--- config.mk ---
export PLATFORM = sky130hd
export DESIGN_NAME = com_stream_ctrl
export DESIGN_NICKNAME = d
export VERILOG_FILES = /design/src/rtl/com_stream_ctrl.sv
export SDC_FILE = /design/constraint.sdc
export NUM_CORES = 1
export LEC_CHECK = 0
export ABC_CLOCK_PERIOD_IN_PS = 7150
export CAP_MARGIN = 0
export CORE_MARGIN = 3
export CORE_UTILIZATION = 53
export CTS_CLUSTER_DIAMETER = 100
export CTS_CLUSTER_SIZE = 16
export DETAILED_ROUTE_END_ITERATION = 10
export GPL_TIMING_DRIVEN = 0
export PLACE_DENSITY = 0.85
export RECOVER_POWER = 25
export SETUP_SLACK_MARGIN = 0.4
export SYNTH_ARGS = -nofsm -noshare
export SYNTH_HDL_FRONTEND = slang
export SYNTH_SLANG_ARGS = --single-unit
--- constraint.sdc ---
create_clock -name clk -period 7.15 [get_ports clk]
set_clock_uncertainty 0.1 [all_clocks]
set_input_delay 0.715 -clock clk [delete_from_list [all_inputs] [get_ports clk]]
set_output_delay 0.715 -clock clk [all_outputs]
set_load 0.05 [all_outputs]
--- src/rtl/com_stream_ctrl.sv ---
// com_stream_ctrl: host load -> core run -> host dump sequencer over one memory port
module com_stream_ctrl #(
   parameter int DATA_WIDTH = 16,
   parameter int ADDR_WIDTH = 8,
   parameter int LOAD_BASE  = 0,
   parameter int DUMP_BASE  = 0,
   parameter int DUMP_LEN   = 16
) (
   input  logic                  clk,
   input  logic                  rst_n,
   input  logic                  data_write_start,
   input  logic                  data_write_done,
   input  logic [DATA_WIDTH-1:0] com_data_in,
   input  logic                  com_valid_in,
   output logic [ADDR_WIDTH-1:0] mem_addr,
   output logic [DATA_WIDTH-1:0] mem_wdata,
   output logic                  mem_we,
   input  logic [DATA_WIDTH-1:0] mem_rdata,
   output logic                  cores_start,
   input  logic                  cores_done,
   output logic [DATA_WIDTH-1:0] com_data_out,
   output logic                  com_valid_out,
   input  logic                  com_ready_in,
   output logic                  output_write_start,
   output logic                  output_write_done,
   output logic                  load_overflow
);
   localparam int CW = ADDR_WIDTH + 1;
   localparam logic [CW-1:0] LEN = CW'(DUMP_LEN);
   localparam logic [CW-1:0] ONE = CW'(1);

   typedef enum logic [2:0] {IDLE, LOAD, RUN, DUMP, DONE} state_t;
   state_t state, state_n;

   logic [CW-1:0]         load_ptr, rd_cnt, xf_cnt;
   logic                  run_seen, rd_pend, issue, xfer, full_ptr;
   logic [1:0]            occ, occ_left;
   logic [DATA_WIDTH-1:0] buf1;

   // The load pointer carries one extra bit so "past the top address" is visible and never wraps.
   assign full_ptr = load_ptr[ADDR_WIDTH];
   assign xfer = com_valid_out & com_ready_in;
   assign occ_left = occ - {1'b0, xfer};
   // A read is only issued when the two-entry output buffer is sure to have room when its data lands.
   assign issue = (state == DUMP) && (rd_cnt < LEN) &&
                  ({1'b0, occ} + {2'b0, rd_pend} <= 3'd1 + {2'b0, xfer});
   assign com_valid_out = occ != 2'd0;

   // Next state and per-state combinational outputs
   always_comb begin
      state_n = state;
      mem_addr = '0;
      mem_wdata = '0;
      mem_we = 1'b0;
      cores_start = 1'b0;
      output_write_start = 1'b0;
      output_write_done = 1'b0;
      case (state)
         IDLE: if (data_write_start) state_n = LOAD;
         LOAD: begin
            mem_addr = load_ptr[ADDR_WIDTH-1:0];
            mem_wdata = com_data_in;
            mem_we = com_valid_in & ~full_ptr;
            if (data_write_done) state_n = RUN;
         end
         RUN: begin
            cores_start = ~run_seen;
            if (run_seen && cores_done) state_n = DUMP;
         end
         DUMP: begin
            mem_addr = ADDR_WIDTH'(DUMP_BASE) + rd_cnt[ADDR_WIDTH-1:0];
            output_write_start = 1'b1;
            output_write_done = (LEN == '0) || (xfer && xf_cnt + ONE == LEN);
            if (output_write_done) state_n = DONE;
         end
         DONE: if (!data_write_start) state_n = IDLE;
         default: state_n = IDLE;
      endcase
   end

   // State register
   always_ff @(posedge clk or negedge rst_n)
      if (!rst_n) state <= IDLE;
      else state <= state_n;

   // Load pointer, sticky overflow flag, first-RUN-cycle tracking
   always_ff @(posedge clk or negedge rst_n) begin
      if (!rst_n) begin
         load_ptr <= '0;
         load_overflow <= 1'b0;
         run_seen <= 1'b0;
      end else begin
         if (state == IDLE) load_ptr <= CW'(LOAD_BASE);
         else if (state == LOAD && com_valid_in && !full_ptr) load_ptr <= load_ptr + ONE;
         if (state == LOAD && com_valid_in && full_ptr) load_overflow <= 1'b1;
         run_seen <= state == RUN;
      end
   end

   // Dump reads, in-flight read marker and two-entry output buffer (head drives com_data_out)
   always_ff @(posedge clk or negedge rst_n) begin
      if (!rst_n) begin
         rd_cnt <= '0;
         xf_cnt <= '0;
         rd_pend <= 1'b0;
         occ <= 2'd0;
         com_data_out <= '0;
         buf1 <= '0;
      end else begin
         rd_pend <= issue;
         rd_cnt <= (state == DUMP) ? rd_cnt + CW'(issue) : '0;
         xf_cnt <= (state == DUMP) ? xf_cnt + CW'(xfer) : '0;
         occ <= occ_left + {1'b0, rd_pend};
         if (xfer) com_data_out <= buf1;
         if (rd_pend && occ_left == 2'd0) com_data_out <= mem_rdata;
         if (rd_pend && occ_left == 2'd1) buf1 <= mem_rdata;
      end
   end
endmodule

# --- Word level (Yosys, flattened, before mapping) ---
# Index checks and enable logic that the tools add are counted.
classes:
  n_addsub: 8
  eq_ne: 11
  bitwise_logic: 4
  n_lt_le_gt_ge: 2
  muxes: 18
  n_reduce_logical: 16
ops:
  columns: ["operator", "n"]
  rows:
  - ["2-to-1 mux 16 bit", 3]
  - ["2-to-1 mux 9 bit", 4]
  - ["adder 9 x 1 -> 9 bit", 2]
  - ["adder 9 x 1 -> 9 bit, second input constant", 2]
  - ["one-hot mux 8 bit (2 select lines)", 1]
  - ["2-to-1 mux 3 bit", 5]
  - ["one-hot mux 3 bit (5 select lines)", 1]
  - ["== test 9 x 5 -> 1 bit, second input constant", 1]
  - ["logical AND 1 bit", 9]
  - ["less-than comparator 9 x 5 -> 1 bit, second input constant", 1]
  - ["inequality test 2 bit, second input constant", 4]
  - ["== test 3 x 2 -> 1 bit, second input constant", 2]
  - ["nonzero test 2 bit", 3]
  - ["AND reduction 5 bit", 1]
  - ["2-to-1 mux 1 bit", 4]
  - ["adder 2 x 1 -> 3 bit", 1]
  - ["== test 3 x 1 -> 1 bit, second input constant", 1]
  - ["== test 3 bit, second input constant", 1]
  - ["<= comparator 3 x 2 -> 1 bit", 1]
  - ["logical NOT 3 bit", 1]
  - ["adder 1 x 1 -> 2 bit, first input constant", 1]
  - ["adder 2 x 1 -> 2 bit", 1]
  - ["AND 1 bit", 2]
  - ["== test 2 x 1 -> 1 bit, second input constant", 1]
  - ["other kinds (5)", 6]
totals:
  in_bits: 39
  output_inout_bits: 46
  ff_bits: 67
  elab_cells: 69

# --- Longest topological paths before layout ---
# Gate-level depths: netlist of the first run.
logic_depth:
  depth_word: 7
  depth_mapped: 12
  mapped_depth_nobuf: 11

# --- Worst setup path after synthesis of the first run ---
# Ideal clock, no wire load.
synth_path:
  path_kind: "in2reg"
  start: "input port com_ready_in"
  end: "register rd_cnt[8]"
  path_slack_ns: 3.683
  stages: 12
  t_required_ns: 6.972
  t_arrival_ns: 3.289
  path_buffers: 1
  setup_ns: 0.078
  path_cell_list: "o21ai_2 buf_2 inv_1 fa_1 o31a_1 a21oi_1 nor4_1 ha_1 ha_1 nand3_1 or4b_1 a21oi_1"
synth_via:
  elab_chain_cells: 6
synth_lines:
  columns: ["element", "line_no", "rtl"]
  rows:
  - ["from (decl)", "23", "input logic com_ready_in,"]
  - ["AND 1 bit", "42", "assign xfer = com_valid_out & com_ready_in;"]
  - ["adder 1 x 1 -> 2 bit", "46", "({1'b0, occ} + {2'b0, rd_pend} <= 3'd1 + {2'b0, xfer});"]
  - ["<= comparator 3 x 2 -> 1 bit", "46", null]
  - ["logical AND 1 bit", "45", "assign issue = (state == DUMP) && (rd_cnt < LEN) &&"]
  - ["named net issue", "36", "logic run_seen, rd_pend, issue, xfer, full_ptr;"]
  - ["adder 9 x 1 -> 9 bit", "111", "rd_cnt <= (state == DUMP) ? rd_cnt + CW'(issue) : '0;"]
  - ["2-to-1 mux 9 bit", "111", null]
  - ["to (signal assigned)", "111", null]
  - ["to (decl)", "35", "logic [CW-1:0] load_ptr, rd_cnt, xf_cnt;"]
# The timed path passes the listed nets, and every way through them passes these cells.
# A chain may end at the register's enable or synchronous reset.

# --- Worst setup path after layout of the first run ---
# Ends and elaborated chain as after synthesis.

==> qor.json, run 1 <==
{
  "result_of_the_run": {"value": "finished with violations"},
  "violations": {"value": "max-capacitance violations, max-slew violations"},
  "fin_hold_ws": {"value": 381, "unit": "ps"},
  "timing.critical_path.slowest_stage_cell": {"value": "sky130_fd_sc_hd__fa_1"},
  "post_drt_wl_per_cell": {"value": 16.0, "unit": "um"},
  "max-slew-margin-rel": {"value": -137, "unit": "%"},
  "finalNetCount": {"value": 445},
  "drt_drc_violations_left": {"value": 0},
  "floorplan.die.width": {"value": 86.1, "unit": "um"},
  "syn_inst": {"value": 301},
  "place_area": {"value": 4330, "unit": "um2"},
  "area_growth": {"value": 34.0, "unit": "%"},
  "drtAntennaViolNets": {"value": 0},
  "1st_pass_router_iterations": {"value": 4},
  "largest_fanout_of_any_net_on_the_critical_path": {"value": 10},
  "period_share": {"value": 56.8, "unit": "%"},
  "fmaxAchievable": {"value": 0.246, "unit": "GHz"},
  "clk_pin_slew": {"value": 70, "unit": "ps"},
  "timing_worst_slew_pin_value": {"value": 3560, "unit": "ps"},
  "grt_first_pass_wirelength": {"value": 12800, "unit": "um"},
  "min_path_type": {"value": "reg -> reg"},
  "grt_setup_unrepaired": {"value": "false"},
  "die_area": {"value": 7420, "unit": "um2"},
  "clock-root-buffer": {"value": "sky130_fd_sc_hd__clkbuf_8"},
  "finalSetupTns": {"value": 0, "unit": "ps"},
  "port_buffer_cells": {"value": 84},
  "post_route_cells_drive_above_1_share": {"value": 13.5, "unit": "%"},
  "worstSkewPairLatency": {"value": 330, "unit": "ps"},
  "worst_supply_voltage_drop_on_vdd": {"value": 298, "unit": "uV"},
  "synthesized_area_divided_by_synthesized_cell_count": {"value": 11.3, "unit": "um2"},
  "critical_path.cell_chain": {"value": "clkdlybuf4s50_1, o21ai_2, buf_2, inv_1, fa_1, o31a_1, a21oi_1, nor4_1, ha_1, ha_1, nand3_1, or4b_1, a21oi_1"},
  "leakage": {"value": 1.91, "unit": "nW"},
  "pin_count_of_the_biggest_net_entering_global_routing": {"value": 68},
  "overflow": {"value": 0},
  "layout.cells.most_common_list": {"value": "83 x sky130_fd_sc_hd__clkdlybuf4s50_1, 67 x sky130_fd_sc_hd__dfrtp_1, 28 x sky130_fd_sc_hd__mux2_2"},
  "crit_path_end_kind": {"value": "flop"},
  "multi_input_area": {"value": 1620, "unit": "um2"},
  "hold_violations": {"value": 0},
  "antenna_found_initial": {"value": 0},
  "cts_tree": {"value": "yes"},
  "post_layout_instance_area": {"value": 4560, "unit": "um2"},
  "die_h": {"value": 86.1, "unit": "um"},
  "postCtsResizedCells": {"value": 0},
  "synth_seq_cells": {"value": 67},
  "floorplan.io_pins": {"value": 85},
  "placeableCoreArea": {"value": 6060, "unit": "um2"},
  "route.detailed.vias_per_inst": {"value": 5.64},
  "buffering_stage_count_on_the_worst_path_with_inverters_included": {"value": 3},
  "ys_warn_count": {"value": 0},
  "mostFrequentLayoutCell": {"value": "sky130_fd_sc_hd__clkdlybuf4s50_1"},
  "num-fill-cells": {"value": 437},
  "critPathMaxStageDelay": {"value": 550, "unit": "ps"},
  "diodes": {"value": 0},
  "cts_sinks": {"value": 67},
  "dpl.hpwl": {"value": 5450, "unit": "um"},
  "power_density_over_the_cells": {"value": 401, "unit": "nW/um2"},
  "setup_violating_endpoint_count_in_the_final_report": {"value": 0},
  "critical_path_arrival": {"value": 4210, "unit": "ps"},
  "clk_path_buf_depth": {"value": 2},
  "postSynthNetCount": {"value": 350},
  "cts-hold-fix-buffers": {"value": 0},
  "start_to_end_type_of_the_worst_setup_path": {"value": "in -> reg"},
  "gr-usage-all-layers": {"value": 21.8, "unit": "%"},
  "worstSetupStartpointType": {"value": "primary input"},
  "drt_first_iter_violations": {"value": 68},
  "totalWireLength": {"value": 7640, "unit": "um"},
  "initial_core_util": {"value": 56.1, "unit": "%"},
  "ys_dominant_reg_cell": {"value": "sky130_fd_sc_hd__dfrtp_1"},
  "detailroute.via_count": {"value": 2685},
  "ys_types": {"value": 44},
  "finalCriticalPeriod": {"value": 4060, "unit": "ps"},
  "globalplace.congestion": {"value": 0.878},
  "numCtsBuffers": {"value": 9},
  "fraction_of_registers_with_async_set_reset": {"value": 100, "unit": "%"},
  "worstPathRequired": {"value": 7300, "unit": "ps"},
  "synth_sequential_area_ratio": {"value": 49.3, "unit": "%"},
  "fin_cells": {"value": 476},
  "placed_cells": {"value": 460},
  "first_global_vias": {"value": 2725},
  "mapped_area": {"value": 3400, "unit": "um2"},
  "maxSlewViolCount": {"value": 68},
  "family_with_the_most_delay_on_the_worst_path": {"value": "adder cells"},
  "clock_tree.htree_level_count": {"value": 3},
  "synth_edf_count": {"value": 0},
  "post-cts-setup-buffer-count": {"value": 0},
  "ff_latch_area": {"value": 1680, "unit": "um2"},
  "num_rows": {"value": 28},
  "timing.max_cap.violations": {"value": 1}
}
## through the flow
step / utilization [%] / power [W] / setup WS [ps]
finish: 75.2 / 0.00183 / 3090
global route: 75.2 / 0.00195 / 2760
CTS: 75.3 / 0.00184 / 3070
detailed placement: 71.5 / 0.00148 / 2760
global placement: 71.6 / 0.00144 / 2830
floorplan: - / 0.00122 / 3680
## cell families after synthesis
| group | count (synthesis) | share of synthesized area, % |
|---|---|---|
| AOI/OAI and AO/OA | 47 | 8.57 |
| adders and majority gates | 10 | 3.90 |
| xor gates and xnor gates | 8 | 2.06 |
| buffers and inverters | 23 | 2.98 |
| DFF | 67 | 49.3 |
| and+or+nand+nor | 96 | 16.7 |
| muxes | 50 | 16.5 |
## synth_stat cells, types with 6 or more instances
cell | instances | share of area, %
sky130_fd_sc_hd__xnor2_1 | 6 | 1.5
sky130_fd_sc_hd__or4_1 | 7 | 1.5
sky130_fd_sc_hd__and2_1 | 19 | 3.5
sky130_fd_sc_hd__buf_2 | 6 | 0.88
sky130_fd_sc_hd__o21ai_0 | 12 | 1.8
sky130_fd_sc_hd__nor2_1 | 9 | 0.99
sky130_fd_sc_hd__or3_1 | 10 | 1.8
sky130_fd_sc_hd__nand3_1 | 9 | 1.3
sky130_fd_sc_hd__mux2_1 | 20 | 6.6
sky130_fd_sc_hd__ha_1 | 9 | 3.3
sky130_fd_sc_hd__dfrtp_1 | 67 | 49
sky130_fd_sc_hd__nand2_1 | 15 | 1.7
sky130_fd_sc_hd__a21oi_1 | 17 | 2.5
sky130_fd_sc_hd__mux2_2 | 28 | 9.3
sky130_fd_sc_hd__inv_1 | 11 | 1.2
## registers in the layout, indices dropped and copies added (netlist names)
| register | flops |
|---|---|
| run_seen | 1 |
| load_ptr | 9 |
| state | 3 |
| com_data_out | 16 |
| rd_cnt | 9 |
| rd_pend | 1 |
| occ | 2 |
| buf1 | 16 |
| load_overflow | 1 |
| xf_cnt | 9 |
## cell type report
class,instances,share of cell area [%]
clock inverter,4,1.59
inverter,11,0.906
sequential,67,36.8
timing repair buffer,84,18.3
tap,75,2.06
clock buffer,12,3.40
multi-input combinational,211,35.6
buffer,12,1.32
## where the power goes
part	switching, W	leakage, nW	internal [W]
Sequential	0.0000913	0.838	0.000519
Combinational	0.000480	0.956	0.000380
Clock	0.000142	0.113	0.000215
## metal layers
layer / vias to the layer above / part of all wire (%) / track usage [%]
met5: - / 0 / 0
met4: 0 / 0.97 / 5.61
met3: 8 / 4.7 / 4.13
met2: 76 / 50 / 37.6
met1: 1327 / 44 / 28.0
li1: 1274 / - / -
## path summary, 6_finish.rpt
kind,startpoint,end,slack [ps],cells past startpoint
max in group asynchronous,rst_n,rd_cnt[5],3460,1
hold reg to reg,load_overflow,load_overflow,380,1
hold / removal,load_overflow,load_overflow,380,1
min in group asynchronous,rst_n,buf1[13],1490,1
setup / recovery,com_ready_in,rd_cnt[8],3090,13
setup reg to reg,occ[1],rd_cnt[8],3220,12
Power figures use the tool's default switching activity.
==> run 2, diff against run 1 <==
ABC_CLOCK_PERIOD_IN_PS = 3800   (was 7150)
CORE_UTILIZATION = 49   (was 53)
PLACE_DENSITY = 0.8   (was 0.85)
clock period = 3.8 ns   (was 7.15 ns; I/O delays follow)
==> run 2 against run 1 <==
Net effect: utilization is 3.8 points lower; combinational power is 93% higher; worst setup slack worse by 2600 ps; non-clock buffer count is 4 higher; largest power group unchanged; global-route usage is 2.4 points lower; via count is 1.3% lower; critical path depth is 8 lower; the run still ends with max-capacitance violations, max-slew violations left; power is 94% higher.
==> qor.json, run 2 (same netlist as run 1, synthesis figures left out) <==
{
  "cts_sinks": {"value": 67},
  "floorplan.die.width": {"value": 89.3, "unit": "um"},
  "area_growth": {"value": 37.1, "unit": "%"},
  "power_density_over_the_cells": {"value": 760, "unit": "nW/um2"},
  "worst_r2r_path_depth": {"value": 12},
  "clk_pin_slew": {"value": 80, "unit": "ps"},
  "first_global_vias": {"value": 2674},
  "overflow": {"value": 0},
  "grt_first_pass_wirelength": {"value": 12000, "unit": "um"},
  "largest_fanout_of_any_net_on_the_critical_path": {"value": 9},
  "timing_worst_slew_pin_value": {"value": 1650, "unit": "ps"},
  "layout.cells.most_common_list": {"value": "83 x sky130_fd_sc_hd__clkdlybuf4s50_1, 65 x sky130_fd_sc_hd__dfrtp_1, 28 x sky130_fd_sc_hd__mux2_2"},
  "timing.max_cap.violations": {"value": 1},
  "worst_setup_path_startpoint": {"value": "com_ready_in"},
  "globalplace.congestion": {"value": 0.848},
  "min_path_type": {"value": "in -> async"},
  "ff_latch_area": {"value": 1680, "unit": "um2"},
  "detailroute.via_count": {"value": 2651},
  "clock-root-buffer": {"value": "sky130_fd_sc_hd__clkbuf_8"},
  "antenna_found_initial": {"value": 0},
  "final_critical_path_setup_slack": {"value": 527, "unit": "ps"},
  "crit-reg2reg-launch": {"value": "occ[1]"},
  "dpl.hpwl": {"value": 5270, "unit": "um"},
  "numCtsBuffers": {"value": 9},
  "route.detailed.vias_per_inst": {"value": 5.50},
  "start_to_end_type_of_the_worst_setup_path": {"value": "in -> out"},
  "worstPathRequired": {"value": 3320, "unit": "ps"},
  "result_of_the_run": {"value": "finished with violations"},
  "preCtsSetupSlack": {"value": -284, "unit": "ps"},
  "finalCriticalPeriod": {"value": 3270, "unit": "ps"},
  "critical_path_arrival": {"value": 2790, "unit": "ps"},
  "violations": {"value": "max-capacitance violations, max-slew violations"},
  "floorplan.io_pins": {"value": 85},
  "max-slew-margin-rel": {"value": -10.2, "unit": "%"},
  "finalNetCount": {"value": 449},
  "finalSetupTns": {"value": 0, "unit": "ps"},
  "drt_first_iter_violations": {"value": 98},
  "mostFrequentLayoutCell": {"value": "sky130_fd_sc_hd__clkdlybuf4s50_1"},
  "post_drt_wl_per_cell": {"value": 15.3, "unit": "um"},
  "num_rows": {"value": 29},
  "port_buffer_cells": {"value": 84},
  "num-fill-cells": {"value": 478},
  "pin_count_of_the_biggest_net_entering_global_routing": {"value": 68},
  "post_route_cells_drive_above_1_share": {"value": 16.8, "unit": "%"},
  "clk_path_buf_depth": {"value": 2},
  "placeableCoreArea": {"value": 6530, "unit": "um2"},
  "initial_core_util": {"value": 52.1, "unit": "%"},
  "worst_supply_voltage_drop_on_vdd": {"value": 384, "unit": "uV"},
  "setup_violating_endpoint_count_in_the_final_report": {"value": 0},
  "period_share": {"value": 86.1, "unit": "%"},
  "die_area": {"value": 7980, "unit": "um2"},
  "grt_setup_unrepaired": {"value": "false"},
  "clock_tree.htree_level_count": {"value": 3},
  "crit_path_end_kind": {"value": "output port"},
  "die_h": {"value": 89.3, "unit": "um"},
  "leakage": {"value": 1.95, "unit": "nW"},
  "1st_pass_router_iterations": {"value": 4},
  "maxSlewViolCount": {"value": 68},
  "hold_violations": {"value": 0},
  "drtAntennaViolNets": {"value": 0},
  "gr-usage-all-layers": {"value": 19.3, "unit": "%"},
  "largest_registers": {"value": "buf1 (16), com_data_out (16)"},
  "worstSetupStartpointType": {"value": "primary input"},
  "drt_drc_violations_left": {"value": 0},
  "diodes": {"value": 0},
  "worstSkewPairLatency": {"value": 340, "unit": "ps"},
  "totalWireLength": {"value": 7350, "unit": "um"},
  "multi_input_area": {"value": 1660, "unit": "um2"},
  "cts_tree": {"value": "yes"},
  "fmaxAchievable": {"value": 0.306, "unit": "GHz"}
}
[run 2: what timing repair did]
item | 4_1_cts | 5_1_grt
endpoints found under the setup margin | 5 | 4
setup buffers | 1 | 3
hold buffers | 0 | 0
resized for setup | 3 | 11
pin swaps | 1 | 2
[run 2: worst max-delay path, stage by stage]
cell and delay, ps:
sky130_fd_sc_hd__clkdlybuf4s50_1 520, sky130_fd_sc_hd__o211ai_1 270, sky130_fd_sc_hd__or4_1 620, sky130_fd_sc_hd__nor2_1 170
sky130_fd_sc_hd__clkdlybuf4s50_1 830
[run 2: routing by layer]
| metal | track usage [%] | part of all wire, % |
|---|---|---|
| met5 | 0 | 0 |
| met4 | 6.63 | 1.4 |
| met1 | 25.0 | 45 |
| met2 | 32.7 | 50 |
| met3 | 3.59 | 4.1 |
[run 2: stage by stage]
| stage | instance area, um2 | util [%] | cells | hold WS (ps) | total power, W |
|---|---|---|---|---|---|
| floorplan | 3400 | - | 301 | -15.6 | 0.00229 |
| detailed placement | 4340 | 66.4 | 462 | 361 | 0.00277 |
| global route | 4660 | 71.4 | 482 | 406 | 0.00379 |
| finish | 4660 | 71.4 | 482 | 361 | 0.00354 |
| CTS | 4610 | 70.6 | 479 | 68.3 | 0.00353 |
| global placement | 4340 | 66.4 | 462 | 359 | 0.00271 |
[run 2: report_power, final]
group,switching (W),total [W],internal (W)
Clock,0.000281,0.000736,0.000455
Sequential,0.000173,0.00115,0.000979
Combinational,0.000902,0.00166,0.000753
[run 2: final cells by class]
type	instances	share of cell area, %
plain buffers	12	1.53
clock buffers	10	2.95
multi-input cells	211	35.6
flip-flops and latches	67	36.0
clock inverters	6	2.41
repair buffers	88	18.6
well taps	77	2.07
inverters	11	0.885
[run 2: final timing paths]
| check | slack, ps | to |
|---|---|---|
| min in group clk | 380 | load_overflow |
| max in group asynchronous | 2150 | occ[1] |
| min reg2reg | 380 | load_overflow |
| max reg2reg | 630 | rd_cnt[8] |
| max | 530 | output_write_done |
| min | 360 | buf1[15] |
